`src/rtl/led_scan_pkg.sv`:
```
// Shared constants, FSM encoding and one-hot helpers for the LED matrix scan path.
package led_scan_pkg;

   localparam int unsigned NUM_ROWS     = 8;
   localparam int unsigned NUM_COLS     = 8;
   localparam int unsigned PWM_BITS     = 4;
   localparam int unsigned FETCH_CYCLES = 9;

   typedef enum logic [1:0] {
      ST_IDLE  = 2'd0,
      ST_FETCH = 2'd1,
      ST_SHOW  = 2'd2
   } state_e;

   function automatic logic [7:0] onehot8(input logic [2:0] idx);
      return 8'd1 << idx;
   endfunction

   // Inverse of onehot8, as used by the RAM-side address decode.
   function automatic logic [2:0] decode8(input logic [7:0] oh);
      logic [2:0] idx;
      idx = '0;
      for (int unsigned i = 0; i < 8; i++) begin
         if (oh[i]) idx = idx | 3'(i);
      end
      return idx;
   endfunction

endpackage

```
`src/rtl/led_scan_ctrl_pwm_line.sv`:
```
// One-row line buffer of 4-bit intensities and the registered PWM column comparators.
module led_pwm_line
   import led_scan_pkg::*;
(
   input  logic                clk,
   input  logic                rst_n,
   input  logic                cap_en,
   input  logic [2:0]          cap_idx,
   input  logic [PWM_BITS-1:0] cap_data,
   input  logic                show,
   input  logic [PWM_BITS-1:0] slot,
   output logic [NUM_COLS-1:0] led_col
);

   logic [PWM_BITS-1:0] lvl_q [NUM_COLS];
   logic [PWM_BITS-1:0] lvl_d [NUM_COLS];
   logic [NUM_COLS-1:0] led_col_q;
   logic [NUM_COLS-1:0] led_col_d;

   // Compare against the incoming buffer so the last captured column is
   // already correct in the first SHOW cycle.
   always_comb begin
      lvl_d = lvl_q;
      if (cap_en) lvl_d[cap_idx] = cap_data;
      led_col_d = '0;
      if (show) begin
         for (int unsigned c = 0; c < NUM_COLS; c++) begin
            led_col_d[c] = (lvl_d[c] > slot);
         end
      end
   end

   always_ff @(posedge clk or negedge rst_n) begin
      if (!rst_n) begin
         lvl_q     <= '{default: '0};
         led_col_q <= '0;
      end else begin
         lvl_q     <= lvl_d;
         led_col_q <= led_col_d;
      end
   end

   assign led_col = led_col_q;

endmodule

```
`src/rtl/led_scan_ctrl.sv`:
```
// Row-by-row fetch of the 64x4 LED RAM and 16-level PWM drive of the 8x8 matrix.
module led_scan_ctrl
   import led_scan_pkg::*;
#(
   parameter int unsigned DWELL      = 256,
   parameter int unsigned PWM_LEVELS = 16
) (
   input  logic                clk,
   input  logic                rst_n,
   input  logic                en,
   output logic [NUM_ROWS-1:0] ram_addr_row,
   output logic [NUM_COLS-1:0] ram_addr_col,
   input  logic [PWM_BITS-1:0] ram_data,
   output logic [NUM_ROWS-1:0] led_row,
   output logic [NUM_COLS-1:0] led_col,
   output logic                frame_start,
   output logic                busy
);

   localparam int unsigned DW = (DWELL > 1) ? $clog2(DWELL) : 1;

   state_e              state_q, state_d;
   logic [2:0]          row_q, row_d;
   logic [3:0]          fcnt_q, fcnt_d;
   logic [PWM_BITS-1:0] slot_q, slot_d;
   logic [DW-1:0]       dwell_q, dwell_d;
   logic [NUM_ROWS-1:0] ram_addr_row_q, ram_addr_row_d;
   logic [NUM_COLS-1:0] ram_addr_col_q, ram_addr_col_d;
   logic [NUM_ROWS-1:0] led_row_q, led_row_d;
   logic                frame_start_q, frame_start_d;
   logic                busy_q, busy_d;
   logic                cap_en;
   logic [2:0]          cap_idx;

   always_comb begin
      state_d = state_q;
      row_d   = row_q;
      fcnt_d  = fcnt_q;
      slot_d  = slot_q;
      dwell_d = dwell_q;
      if (!en) begin
         state_d = ST_IDLE;
         row_d   = '0;
         fcnt_d  = '0;
         slot_d  = '0;
         dwell_d = '0;
      end else begin
         unique case (state_q)
            ST_IDLE: begin
               state_d = ST_FETCH;
               fcnt_d  = '0;
            end
            ST_FETCH: begin
               if (fcnt_q == 4'(FETCH_CYCLES - 1)) begin
                  state_d = ST_SHOW;
                  slot_d  = '0;
                  dwell_d = '0;
               end else begin
                  fcnt_d = fcnt_q + 4'd1;
               end
            end
            ST_SHOW: begin
               if (dwell_q == DW'(DWELL - 1)) begin
                  dwell_d = '0;
                  if (slot_q == PWM_BITS'(PWM_LEVELS - 1)) begin
                     state_d = ST_FETCH;
                     fcnt_d  = '0;
                     row_d   = row_q + 3'd1;
                  end else begin
                     slot_d = slot_q + 1'b1;
                  end
               end else begin
                  dwell_d = dwell_q + 1'b1;
               end
            end
            default: state_d = ST_IDLE;
         endcase
      end
   end

   // Outputs are registered from the next-state values so each one lines up
   // with the state it belongs to; the RAM address holds its last value in SHOW.
   always_comb begin
      ram_addr_row_d = ram_addr_row_q;
      ram_addr_col_d = ram_addr_col_q;
      if (state_d == ST_IDLE) begin
         ram_addr_row_d = onehot8(3'd0);
         ram_addr_col_d = onehot8(3'd0);
      end else if (state_d == ST_FETCH) begin
         ram_addr_row_d = onehot8(row_d);
         ram_addr_col_d = onehot8(fcnt_d[3] ? 3'd7 : fcnt_d[2:0]);
      end
      led_row_d     = (state_d == ST_SHOW) ? onehot8(row_d) : '0;
      frame_start_d = (state_d == ST_FETCH) && (fcnt_d == 4'd0) && (row_d == 3'd0);
      busy_d        = (state_d != ST_IDLE);
   end

   assign cap_en  = (state_q == ST_FETCH) && (fcnt_q != 4'd0);
   assign cap_idx = 3'(fcnt_q - 4'd1);

   always_ff @(posedge clk or negedge rst_n) begin
      if (!rst_n) begin
         state_q        <= ST_IDLE;
         row_q          <= '0;
         fcnt_q         <= '0;
         slot_q         <= '0;
         dwell_q        <= '0;
         ram_addr_row_q <= 8'h01;
         ram_addr_col_q <= 8'h01;
         led_row_q      <= '0;
         frame_start_q  <= 1'b0;
         busy_q         <= 1'b0;
      end else begin
         state_q        <= state_d;
         row_q          <= row_d;
         fcnt_q         <= fcnt_d;
         slot_q         <= slot_d;
         dwell_q        <= dwell_d;
         ram_addr_row_q <= ram_addr_row_d;
         ram_addr_col_q <= ram_addr_col_d;
         led_row_q      <= led_row_d;
         frame_start_q  <= frame_start_d;
         busy_q         <= busy_d;
      end
   end

   led_pwm_line u_line (
      .clk      (clk),
      .rst_n    (rst_n),
      .cap_en   (cap_en),
      .cap_idx  (cap_idx),
      .cap_data (ram_data),
      .show     (state_d == ST_SHOW),
      .slot     (slot_d),
      .led_col  (led_col)
   );

   assign ram_addr_row = ram_addr_row_q;
   assign ram_addr_col = ram_addr_col_q;
   assign led_row      = led_row_q;
   assign frame_start  = frame_start_q;
   assign busy         = busy_q;

endmodule

```
`config.mk`:
```
export PLATFORM = sky130hd
export DESIGN_NAME = led_scan_ctrl
export DESIGN_NICKNAME = d
export VERILOG_FILES = /design/src/rtl/led_scan_pkg.sv /design/src/rtl/led_scan_ctrl_pwm_line.sv /design/src/rtl/led_scan_ctrl.sv
export SDC_FILE = /design/constraint.sdc
export NUM_CORES = 1
export LEC_CHECK = 0
export ABC_AREA = 1
export BUFFER_PORTS_ARGS = -buffer_cell sky130_fd_sc_hd__buf_2
export CELL_PAD_IN_SITES_DETAIL_PLACEMENT = 2
export CELL_PAD_IN_SITES_GLOBAL_PLACEMENT = 2
export CORE_MARGIN = 1.5
export CORE_UTILIZATION = 36
export DETAILED_ROUTE_END_ITERATION = 8
export HOLD_SLACK_MARGIN = 0.03
export PLACE_DENSITY = 0.77
export SYNTH_ARGS = -nofsm -noshare
export SYNTH_HDL_FRONTEND = slang
export SYNTH_SLANG_ARGS = --single-unit
export TNS_END_PERCENT = 10
```
`constraint.sdc`:
```
create_clock -name clk -period 2.8 [get_ports clk]
set_input_delay 0 -clock clk [delete_from_list [all_inputs] [get_ports clk]]
set_output_delay 0 -clock clk [all_outputs]
set_load 0.02 [all_outputs]
```
==> flow_summary.toml <==
[sta]
min_period_ns = 2.67
tightest_slew_ns = 0.806
whs_ns = 0.0769
tns_ns = 0
final_max_slew_viol_count = 0
finalCritPeriodShare_pct = 95.2
setup_viol = 0
slew_headroom_pct = 46.3
hold_viol = 0
setup_ws_ns = 0.133
fmax_mhz = 375
fin_worst_skew_ns = 0.00565

[yosys]
synthesis.nets = 614
synthAdderAreaFrac_pct = 7.26
synth-xor-area-share_pct = 0.363
synthMuxAreaShare_pct = 3.73
synthSimpleGateAreaFrac_pct = 27.3
synth_compound_area_share_pct = 8.74
ys_ff_latch = 87
synth.distinct_cells = 40
netlist.area_leader.share_pct = 44.1
synth.avg_cell_area_um2 = 8.33
ys_top_cells_by_area = "dfrtp_1 44%, nand2_1 12%, ha_1 7.3%"
syn_area_um2 = 4830
synth_top_family_by_area = "simple AND/OR/NAND/NOR gates"
synth_top_area_cell = "dfrtp_1"
syn_inst = 579
yosys_warnings = 0
yosysSeqAreaShare_pct = 45.2

[power]
seq_power_share_pct = 41.3
p_switching_w = 0.00109
p_int_w = 0.00240
power_leakage_nw = 3.13
peakVddDrop_v = 0.000272
switching_share_pct = 31.3
power_density_nw_per_um2 = 618
power_frac_comb_pct = 23.3
pwr-share-clk_pct = 35.5

[place]
dp_slack_ns = 0.0177
post-dp-hpwl_um = 10400
place.gp.congestion = 0.776
port-buffer-count = 40

[grt]
met3_usage_pct = 3.43
antenna_found_initial = 0
busiest_layer = "met2"
grt_pass1_wl_um = 23900
use_met2_pct = 39.3
overflow = 0
grt_max_degree = 57
grt_pass1_vias = 4672
grtUsageTotal_pct = 21.8
use_met1_pct = 26.6

[die]
die_y_um = 119
rows = 42
die_w_um = 119
start_util_pct = 36.7
die_area_um2 = 14100
pin_count = 41
core_um2 = 13100

[worst_setup_path]
slowest_stage = "dfrtp_2"
cp.arrival_ns = 2.90
crit_chain = "inv_2 > ha_2 > inv_1 > nand3_2 > nor2_4 > mux2_2 > ha_1 > nand2_1 > nor2_1 > a21oi_1 > nor2_1"
crit_type = "register to register"
worst_path_most_repeated_cell = "nor2_1"
r2r_cells = 11
critPathLaunchType = "register"
slowest_delay_ns = 0.47
crit_required_ns = 3.03
endpoint_kind = "register"
worstPathMaxFanout = 6

[drt]
route.detailed.drc = 0
vias_per_cell = 5.04
vias = 4105
ant_nets = 0
first_iter_violations = 113
drt-total-wl_um = 14500
dr.pass1.iters = 4
wl_per_cell_um = 17.8

[finish]
diodes = 0
area_growth_pct = 17.1
layout.nets = 669
drive_gt1_share_pct = 21.8
fill_cells = 1500

[clock_tree]
cts.path.max_buffers = 2
cts_buffers = 9
cts_root_buf = "clkbuf_16"
htree_levels = 3
cts_tree = "yes"
insertion_delay_ns = 0.35
clock-sinks = 87
clkSlewWorstSetupHoldPaths_ns = 0.06

[worst_hold_path]
min_path_cells = 2
hp-class = "input pin to register"

[run_status]
status = "complete, no violations"

[job]
drv_cap = 0
==> cell usage in the layout (no fill, tap or decap), types with 2 or more instances in the layout <==
master	instances
a21oi_1	18
dfrtp_1	84
clkinv_2	4
dfstp_2	2
buf_2	39
nor3_1	5
nand3_1	48
nor2_4	8
o21ai_0	10
nand2_2	10
ha_1	25
nand4_1	8
ha_2	3
xor2_1	2
buf_4	9
nand3_2	5
o21a_1	2
nand3_4	3
o21ai_1	6
nor2_1	38
nand2_1	158
inv_1	70
inv_2	14
nor2_2	5
o21bai_1	19
mux2_2	16
clkbuf_16	9
==> logic make-up after synthesis <==
logic type               Yosys count
buffers and inverters             91
flip-flops                        87
AND/OR/NAND/NOR                  291
XOR/XNOR                           2
multiplexers                      16
adder cells (fa/ha/maj)           28
AO/OA/AOI/OAI                     64
==> power groups by stage <==
stage	Combinational, W	Sequential (W)	Clock (W)
global route	0.000926	0.00146	0.00132
global placement	0.000717	0.00145	0
finish	0.000812	0.00144	0.00124
detailed placement	0.000786	0.00146	0
floorplan	0.000560	0.00145	0
CTS	0.000809	0.00144	0.00127
==> cell usage after synthesis, drive strengths merged <==
master / number
nand2: 169
nand4: 8
o22ai: 1
ha: 28
a21oi: 20
buf: 3
clkbuf: 3
or2: 1
o21a: 2
inv: 85
o21bai: 19
o31ai: 1
nor2: 51
and3: 1
nand3: 56
nor3: 5
a31oi: 2
xor2: 2
o211ai: 1
dfrtp: 85
dfstp: 2
o21ai: 17
mux2: 16
a21o: 1
==> final timing paths <==
check / from / to / slack [ns]
worst min-delay path: ram_data[1] / u_line.lvl_q[29]$_DFF_PN0_ / 0.08
worst min register to register: ram_addr_col[1]$_DFFE_PN0P_ / ram_addr_col[1]$_DFFE_PN0P_ / 0.48
max in group asynchronous: rst_n / ram_addr_row[0]$_DFFE_PN1P_ / 1.77
worst max register to register: fcnt_q[0]$_DFF_PN0_ / u_line.led_col[3]$_DFF_PN0_ / 0.13
worst max-delay path: fcnt_q[0]$_DFF_PN0_ / u_line.led_col[3]$_DFF_PN0_ / 0.13
min in group asynchronous: rst_n / u_line.led_col[1]$_DFF_PN0_ / 0.27
==> metal layers <==
metal	vias up	wire [um]	part of all wire [%]
met5	-	0	0
met4	0	193	1.3
met3	13	246	1.7
met2	45	7600	52
li1	1967	-	-
met1	2080	6460	45
==> timing repair <==
action / in CTS / in global routing
gates resized for setup: 2 / 11
setup endpoints to repair: 2 / 7
pin swaps: 0 / 2
hold buffers: 1 / 0
setup buffers: 0 / 2
endpoints found under the hold margin: 55 / 0
==> area by class of cell <==
class	count	area, um2	area share, %
tap	176	220	3.90
clock buffer	10	239	4.23
multi-input combinational	401	2340	41.4
inverter	85	322	5.69
sequential	87	2180	38.6
clock inverter	6	58.8	1.04
timing repair buffer	50	293	5.18
==> per-stage QoR <==
step	util, %	total power [W]	instances	instance area [um2]
floorplan	-	0.00201	579	4830
global placement	40.2	0.00217	796	5280
detailed placement	40.2	0.00224	796	5280
CTS	42.6	0.00352	813	5600
global route	43.0	0.00370	815	5650
finish	43.0	0.00349	815	5650
==> registers in the layout (all words and copies together), names as in the netlist, 4 cells and up <==
name	flops
dwell_q	8
u_line.led_col	8
led_row	8
u_line.lvl_q	32
ram_addr_row	8
ram_addr_col	8
fcnt_q	4
slot_q	4
==> critical path, delay by kind of cell (launching register included) <==
kind	cells	cell delay, ns
simple gates	5	0.62
buf+inv	2	0.28
compound gates	1	0.19
mux	1	0.37
flops	1	0.47
fa+ha+maj	2	0.62
No activity file was read; power rests on OpenSTA's default activity.
